### src/rtl/game_pkg.sv
// Shared types and helpers for the maze game sequencer.
// Controller state codes, legacy 2-bit state codes and maze-size arithmetic.
package game_pkg;

  typedef enum logic [2:0] {
    S_IDLE = 3'd0,
    S_GEN  = 3'd1,
    S_PLAY = 3'd2,
    S_WIN  = 3'd3,
    S_FAIL = 3'd4
  } ctrl_state_t;

  typedef enum logic [1:0] {
    LEG_IDLE = 2'b00,
    LEG_PLAY = 2'b01,
    LEG_WIN  = 2'b10,
    LEG_FAIL = 2'b11
  } legacy_state_t;

  localparam logic [4:0] NUM_BASE = 5'd5;
  localparam logic [4:0] NUM_STEP = 5'd2;
  localparam logic [4:0] MAX_NUM  = 5'd19;

  function automatic logic [4:0] num_of(input logic [2:0] level);
    logic [4:0] n;
    n = NUM_BASE + NUM_STEP * {2'b00, level};
    return (n > MAX_NUM) ? MAX_NUM : n;
  endfunction

  // GEN shares the IDLE legacy code; older consumers never saw generation as a state.
  function automatic legacy_state_t legacy_of(input ctrl_state_t s);
    case (s)
      S_PLAY:  return LEG_PLAY;
      S_WIN:   return LEG_WIN;
      S_FAIL:  return LEG_FAIL;
      default: return LEG_IDLE;
    endcase
  endfunction

endpackage

### src/rtl/game_ctrl_if.sv
// Key, map-generator and player-status signals around the game sequencer.
// The sequencer uses the master view; peripherals and benches use the slave view.
interface game_ctrl_if;
  logic       up;
  logic       down;
  logic       enter;
  logic       gen_done;
  logic       arrived;
  logic       gen_start;
  logic [2:0] ctrl_state;
  logic [1:0] state;
  logic [2:0] level;
  logic [4:0] num;
  logic [7:0] time_left;
  logic       timer_run;
  logic       win;
  logic       fail;

  modport master (
    input  up, down, enter, gen_done, arrived,
    output gen_start, ctrl_state, state, level, num, time_left, timer_run, win, fail
  );

  modport slave (
    output up, down, enter, gen_done, arrived,
    input  gen_start, ctrl_state, state, level, num, time_left, timer_run, win, fail
  );
endinterface

### src/rtl/game_ctrl_tick_gen.sv
// Countdown prescaler: emits a tick on the last cycle of each TICK_CYCLES window while enabled.
// Counter holds when disabled and restarts from zero on clr.
module tick_gen #(
  parameter int unsigned TICK_CYCLES = 100_000_000
) (
  input  logic clk,
  input  logic rst_sys,
  input  logic clr,
  input  logic en,
  output logic tick
);
  localparam int unsigned CNT_W = (TICK_CYCLES > 1) ? $clog2(TICK_CYCLES) : 1;
  localparam logic [CNT_W-1:0] LAST = CNT_W'(TICK_CYCLES - 1);

  logic [CNT_W-1:0] cnt;

  assign tick = en && (cnt == LAST);

  always_ff @(posedge clk) begin
    if (rst_sys || clr) begin
      cnt <= '0;
    end else if (en) begin
      cnt <= tick ? '0 : cnt + 1'b1;
    end
  end
endmodule

### src/rtl/game_ctrl.sv
// Maze game sequencer: level select, map generation kick-off, countdown and WIN/FAIL decision.
// All outputs come straight from registers updated from a single next-state process.
module game_ctrl
  import game_pkg::*;
#(
  parameter int unsigned TICK_CYCLES = 100_000_000,
  parameter int unsigned TIME_BASE   = 60,
  parameter int unsigned TIME_STEP   = 15,
  parameter int unsigned MAX_LEVEL   = 7
) (
  input logic        clk,
  input logic        rst_sys,
  game_ctrl_if.master bus
);
  localparam logic [2:0] LEVEL_MAX = 3'(MAX_LEVEL);

  ctrl_state_t   state_q, state_d;
  legacy_state_t legacy_q, legacy_d;
  logic [2:0]    level_q, level_d;
  logic [4:0]    num_q, num_d;
  logic [7:0]    time_q, time_d;
  logic          gen_start_q, gen_start_d;
  logic          timer_run_q, timer_run_d;
  logic          win_q, win_d;
  logic          fail_q, fail_d;

  logic          tick;
  logic          tick_clr;
  logic [10:0]   step_prod;
  logic [11:0]   time_sum;
  logic [7:0]    time_init;

  tick_gen #(
    .TICK_CYCLES(TICK_CYCLES)
  ) u_tick_gen (
    .clk    (clk),
    .rst_sys(rst_sys),
    .clr    (tick_clr),
    .en     (state_q == S_PLAY),
    .tick   (tick)
  );

  // Level budget: 11-bit product, then clamp the sum to the 8-bit counter range.
  always_comb begin
    step_prod = 11'(TIME_STEP) * {8'd0, level_q};
    time_sum  = 12'(TIME_BASE) + {1'b0, step_prod};
    time_init = (time_sum > 12'd255) ? 8'hFF : time_sum[7:0];
  end

  always_comb begin
    state_d  = state_q;
    level_d  = level_q;
    time_d   = time_q;
    tick_clr = 1'b0;

    case (state_q)
      S_IDLE: begin
        if (bus.enter) begin
          state_d = S_GEN;
        end else if (bus.up && !bus.down) begin
          if (level_q < LEVEL_MAX) level_d = level_q + 3'd1;
        end else if (bus.down && !bus.up) begin
          if (level_q != 3'd0) level_d = level_q - 3'd1;
        end
      end
      S_GEN: begin
        if (bus.gen_done) begin
          state_d  = S_PLAY;
          time_d   = time_init;
          tick_clr = 1'b1;
        end
      end
      S_PLAY: begin
        if (tick) time_d = (time_q != 8'd0) ? time_q - 8'd1 : 8'd0;
        // Arrival beats the final tick, but the tick still takes its second.
        if (bus.arrived) begin
          state_d = S_WIN;
        end else if (tick && time_q <= 8'd1) begin
          state_d = S_FAIL;
        end
      end
      S_WIN: begin
        if (bus.enter) begin
          if (level_q < LEVEL_MAX) begin
            level_d = level_q + 3'd1;
            state_d = S_GEN;
          end else begin
            state_d = S_IDLE;
          end
        end
      end
      S_FAIL: begin
        if (bus.enter) state_d = S_IDLE;
      end
      default: state_d = S_IDLE;
    endcase

    if (state_d == S_IDLE) time_d = '0;

    gen_start_d = (state_d == S_GEN)  && (state_q != S_GEN);
    win_d       = (state_d == S_WIN)  && (state_q != S_WIN);
    fail_d      = (state_d == S_FAIL) && (state_q != S_FAIL);
    timer_run_d = (state_d == S_PLAY);
    num_d       = num_of(level_d);
    legacy_d    = legacy_of(state_d);
  end

  always_ff @(posedge clk) begin
    if (rst_sys) begin
      state_q     <= S_IDLE;
      legacy_q    <= LEG_IDLE;
      level_q     <= '0;
      num_q       <= NUM_BASE;
      time_q      <= '0;
      gen_start_q <= 1'b0;
      timer_run_q <= 1'b0;
      win_q       <= 1'b0;
      fail_q      <= 1'b0;
    end else begin
      state_q     <= state_d;
      legacy_q    <= legacy_d;
      level_q     <= level_d;
      num_q       <= num_d;
      time_q      <= time_d;
      gen_start_q <= gen_start_d;
      timer_run_q <= timer_run_d;
      win_q       <= win_d;
      fail_q      <= fail_d;
    end
  end

  assign bus.ctrl_state = state_q;
  assign bus.state      = legacy_q;
  assign bus.level      = level_q;
  assign bus.num        = num_q;
  assign bus.time_left  = time_q;
  assign bus.gen_start  = gen_start_q;
  assign bus.timer_run  = timer_run_q;
  assign bus.win        = win_q;
  assign bus.fail       = fail_q;
endmodule
### src/flat_wrapper.sv
// flat-port wrapper written by rule: the top's interface ports become plain ports
module game_ctrl_flat import game_pkg::*;
#(
  parameter int unsigned TICK_CYCLES = 100_000_000,
  parameter int unsigned TIME_BASE   = 60,
  parameter int unsigned TIME_STEP   = 15,
  parameter int unsigned MAX_LEVEL   = 7
)
  (clk, rst_sys, bus_up, bus_down, bus_enter, bus_gen_done, bus_arrived, bus_gen_start, bus_ctrl_state, bus_state, bus_level, bus_num, bus_time_left, bus_timer_run, bus_win, bus_fail);
  game_ctrl_if bus_i ();
  input logic clk;
  input logic rst_sys;
  input wire logic [$bits(bus_i.up)-1:0] bus_up;
  input wire logic [$bits(bus_i.down)-1:0] bus_down;
  input wire logic [$bits(bus_i.enter)-1:0] bus_enter;
  input wire logic [$bits(bus_i.gen_done)-1:0] bus_gen_done;
  input wire logic [$bits(bus_i.arrived)-1:0] bus_arrived;
  output wire logic [$bits(bus_i.gen_start)-1:0] bus_gen_start;
  output wire logic [$bits(bus_i.ctrl_state)-1:0] bus_ctrl_state;
  output wire logic [$bits(bus_i.state)-1:0] bus_state;
  output wire logic [$bits(bus_i.level)-1:0] bus_level;
  output wire logic [$bits(bus_i.num)-1:0] bus_num;
  output wire logic [$bits(bus_i.time_left)-1:0] bus_time_left;
  output wire logic [$bits(bus_i.timer_run)-1:0] bus_timer_run;
  output wire logic [$bits(bus_i.win)-1:0] bus_win;
  output wire logic [$bits(bus_i.fail)-1:0] bus_fail;
  assign bus_i.up = bus_up;
  assign bus_i.down = bus_down;
  assign bus_i.enter = bus_enter;
  assign bus_i.gen_done = bus_gen_done;
  assign bus_i.arrived = bus_arrived;
  assign bus_gen_start = bus_i.gen_start;
  assign bus_ctrl_state = bus_i.ctrl_state;
  assign bus_state = bus_i.state;
  assign bus_level = bus_i.level;
  assign bus_num = bus_i.num;
  assign bus_time_left = bus_i.time_left;
  assign bus_timer_run = bus_i.timer_run;
  assign bus_win = bus_i.win;
  assign bus_fail = bus_i.fail;
  game_ctrl #(.TICK_CYCLES(TICK_CYCLES), .TIME_BASE(TIME_BASE), .TIME_STEP(TIME_STEP), .MAX_LEVEL(MAX_LEVEL)) u_core (.clk(clk), .rst_sys(rst_sys), .bus(bus_i));
endmodule
### config.mk
export PLATFORM = sky130hd
export DESIGN_NAME = game_ctrl_flat
export DESIGN_NICKNAME = d
export VERILOG_FILES = /design/src/rtl/game_pkg.sv /design/src/rtl/game_ctrl_if.sv /design/src/rtl/game_ctrl_tick_gen.sv /design/src/rtl/game_ctrl.sv /design/src/flat_wrapper.sv
export SDC_FILE = /design/constraint.sdc
export NUM_CORES = 1
export LEC_CHECK = 0
export ABC_AREA = 1
export BUFFER_PORTS_ARGS = -buffer_cell sky130_fd_sc_hd__buf_2
export CAP_MARGIN = 15
export CORE_MARGIN = 2
export CORE_UTILIZATION = 55
export DETAILED_ROUTE_END_ITERATION = 10
export PLACE_DENSITY_LB_ADDON = 0.2
export SLEW_MARGIN = 30
export SYNTH_ARGS = -nofsm -noshare
export SYNTH_HDL_FRONTEND = slang
export SYNTH_SLANG_ARGS = --single-unit
### constraint.sdc
create_clock -name clk -period 5.5 [get_ports clk]
set_input_delay 1.1 -clock clk [delete_from_list [all_inputs] [get_ports clk]]
set_output_delay 1.1 -clock clk [all_outputs]
set_load 0.1 [all_outputs]
==> impl_metrics.py <==
metrics = {
    "timing": {
        "setup_violations": 0,
        "final-max-slew-violation-count": 0,
        "rsz0062_at_grt": "false",
        "worst_pin_slew_ns": 0.527,
        "max-slew-margin-rel_pct": 64.9,
        "fin_ws_ns": 2.85,
        "clock-skew-final_ns": 0.00801,
        "clock.fmax_ghz": 0.377,
        "period_share_pct": 48.2,
        "min_period_ns": 2.65,
        "fin_tns_setup_ns": 0,
        "hold_viol_final": 0,
    },
    "clock_network": {
        "cts_resized": 0,
        "cts_made_buffers": 5,
        "path_clk_slew_ns": 0.09,
        "post_cts_buffers": 0,
        "cts_tree": "done",
        "cts_root_buf": "clkbuf_8",
        "cts_max_level": 2,
        "cts_hold_buffers": 0,
        "clock_path_buffers": 2,
        "cts_num_sinks": 50,
        "clock_latency_ns": 0.31,
    },
    "synthesis": {
        "synth.most_common_cell": "nand2_1",
        "yosysUniqueCellTypes": 39,
        "postSynthAreaPerCell_sq_um": 6.65,
        "synth_edf_count": 0,
        "yosysTopAreaCell": "dfxtp_1",
        "synthArstFlopShare_pct": 0,
        "synth_fp_nets": 506,
        "synth_cells": 481,
        "yosysSeqAreaShare_pct": 31.3,
        "synthTopCellsByArea": "dfxtp_1, nand2_1, nor2_1, inv_1, ha_1",
        "yosys_warnings": 0,
        "ys_top_cells_by_count": "nand2_1, nor2_1, inv_1, dfxtp_1, nand3_1",
        "synth-main-ff-cell": "dfxtp_1",
        "syn_area_sq_um": 3200,
        "ys_ff_latch": 50,
        "yosysTopAreaCellShare_pct": 31.3,
    },
    "route": {
        "ant_nets": 0,
        "drcViolationCount": 0,
        "num_vias": 3123,
        "routed_wl_um": 7410,
        "drt_iter0_markers": 151,
        "viasPerCell": 5.36,
        "wl_per_cell_um": 12.7,
        "dr.pass1.iters": 7,
    },
    "pwr": {
        "leakage_nw": 1.60,
        "p_sw_uw": 356,
        "p_comb_share_pct": 31.5,
        "clkPwrFrac_pct": 24.4,
        "power_density_nw_per_um2": 255,
        "p_sw_share_pct": 40.1,
        "p_int_uw": 530,
        "seq_power_share_pct": 44.1,
        "ir_worst_vdd_mv": 0.156,
    },
    "die": {
        "io_pins": 32,
        "std_cell_rows": 27,
        "core-area_sq_um": 5570,
        "die_area_sq_um": 6440,
        "initial_core_util_pct": 57.4,
        "fp.dieW_um": 80.3,
        "fp.dieH_um": 80.3,
    },
    "outcome": {
        "status": "completed",
    },
    "worst_setup_path": {
        "crit_type": "reg -> reg",
        "critPathMaxFanout": 9,
        "end_kind": "flop",
        "crit_path_top_delay_cell": "dfxtp_1",
        "arrival_ns": 2.90,
        "crit_path_max_incr_delay_ns": 0.50,
        "cp.required_ns": 5.74,
        "path_common_cell": "inv_1",
        "start_kind": "flop",
        "crit_chain": "inv_1 > ha_1 > inv_1 > ha_1 > a21oi_1 > inv_1 > ha_1 > inv_1 > fa_1 > xor2_1 > nand2_1 > nand2_1 > o22ai_1 > nand2_1 > nand2_1 > inv_1 > nor2_1",
    },
    "layout": {
        "nets": 536,
        "fill_cells": 564,
        "drive_above_1_share_pct": 13.1,
        "utilization_pct": 62.3,
        "insertedDiodeCount": 0,
        "area_growth_pct": 8.49,
    },
    "placement": {
        "gp_congestion": 0.947,
        "post-place-ws_ns": 2.88,
        "port_buffers": 30,
        "hpwl_um": 5640,
    },
    "global_route": {
        "overflow": 0,
        "grt_max_degree": 18,
        "antenna_found_initial": 0,
        "grt_pass1_wl_um": 12600,
        "gr-usage-all-layers_pct": 24.3,
        "grt_pass1_vias": 2881,
    },
    "run": {
        "cap_violations": 0,
    },
    "hold_path": {
        "min_path_type": "reg -> reg",
    },
}
## per-layer routing
| layer | GRT usage (%) | share of wire [%] | wire length [um] |
|---|---|---|---|
| met5 | 0 | 0 | 0 |
| met4 | 7.46 | 1.4 | 103 |
| met3 | 3.71 | 4.6 | 343 |
| met2 | 42.7 | 48 | 3570 |
| met1 | 30.5 | 46 | 3390 |
## logic make-up after synthesis
logic type / count (synthesis) / share of synthesized area, %
buf+inv: 83 / 10.4
compound gates: 66 / 11.8
fa+ha+maj: 18 / 7.51
simple gates: 255 / 36.7
other cells: 1 / 0.117
flops: 50 / 31.3
xor+xnor: 8 / 2.19
## cell usage in the layout, fill, tap and decap left out, types with 6 or more instances in the layout
cell / synthesis / layout
xor2_1: 6 / 6
nand3_1: 32 / 32
nand4_1: 8 / 8
inv_1: 71 / 71
a21oi_1: 24 / 24
buf_2: 0 / 30
o21ai_0: 20 / 20
nand2_1: 98 / 98
dfxtp_1: 50 / 50
ha_1: 16 / 16
nor2_1: 74 / 74
nor3_1: 17 / 17
nand2_2: 7 / 7
## worst max-delay path: cells and delay by family (launching register included)
| kind | cells | cell delay, ns |
|---|---|---|
| AO/OA/AOI/OAI | 2 | 0.21 |
| XOR/XNOR | 1 | 0.17 |
| adder cells (fa/ha/maj) | 4 | 0.97 |
| AND/OR/NAND/NOR | 5 | 0.32 |
| buffers and inverters | 5 | 0.41 |
| flip-flops | 1 | 0.50 |
## state kept, by name, indices dropped and copies added, names as in the netlist
name	cells
u_core.bus.ctrl_state	3
u_core.bus.state	2
u_core.bus.win	1
u_core.bus.time_left	8
u_core.bus.timer_run	1
u_core.bus.gen_start	1
u_core.bus.num	4
u_core.u_tick_gen.cnt	27
u_core.bus.level	2
u_core.bus.fail	1
## through the flow
step / instance area (sq um) / cells / hold slack, ns / total power, mW
3_5_place_dp: 3390 / 576 / 0.489 / 0.678
3_3_place_gp: 3390 / 576 / 0.476 / 0.674
4_1_cts: 3470 / 583 / 0.503 / 0.888
6_report: 3470 / 583 / 0.505 / 0.886
2_1_floorplan: 3200 / 481 / 0.460 / 0.632
5_1_grt: 3470 / 583 / 0.522 / 0.929
## power groups by stage
| stage | Clock [mW] | Sequential, mW | Combinational [mW] |
|---|---|---|---|
| 2_1_floorplan | 0 | 0.487 | 0.145 |
| 3_3_place_gp | 0 | 0.398 | 0.276 |
| 3_5_place_dp | 0 | 0.399 | 0.279 |
| 4_1_cts | 0.218 | 0.391 | 0.280 |
| 5_1_grt | 0.229 | 0.393 | 0.307 |
| 6_report | 0.216 | 0.391 | 0.279 |
## path summary, 6_finish.rpt
check                           cells after the start                startpoint                  endpoint  slack, ns
worst max-delay path                               17       u_core.bus.level[1]   u_core.bus.time_left[5]       2.85
worst min-delay path                                2  u_core.u_tick_gen.cnt[1]  u_core.u_tick_gen.cnt[1]       0.50
worst max register to register                     17       u_core.bus.level[1]   u_core.bus.time_left[5]       2.85
worst min register to register                      2  u_core.u_tick_gen.cnt[1]  u_core.u_tick_gen.cnt[1]       0.50
## area by class of cell
class | instances | area (sq um) | area share (%)
clock inverters | 1 | 7.51 | 0.216
multi-input cells | 348 | 1860 | 53.7
inverters | 76 | 285 | 8.22
flip-flops and latches | 50 | 1000 | 28.8
well taps | 72 | 90.1 | 2.60
clock buffers | 6 | 72.6 | 2.09
repair buffers | 30 | 150 | 4.33
Note: power is estimated with default switching activity, not from simulation.
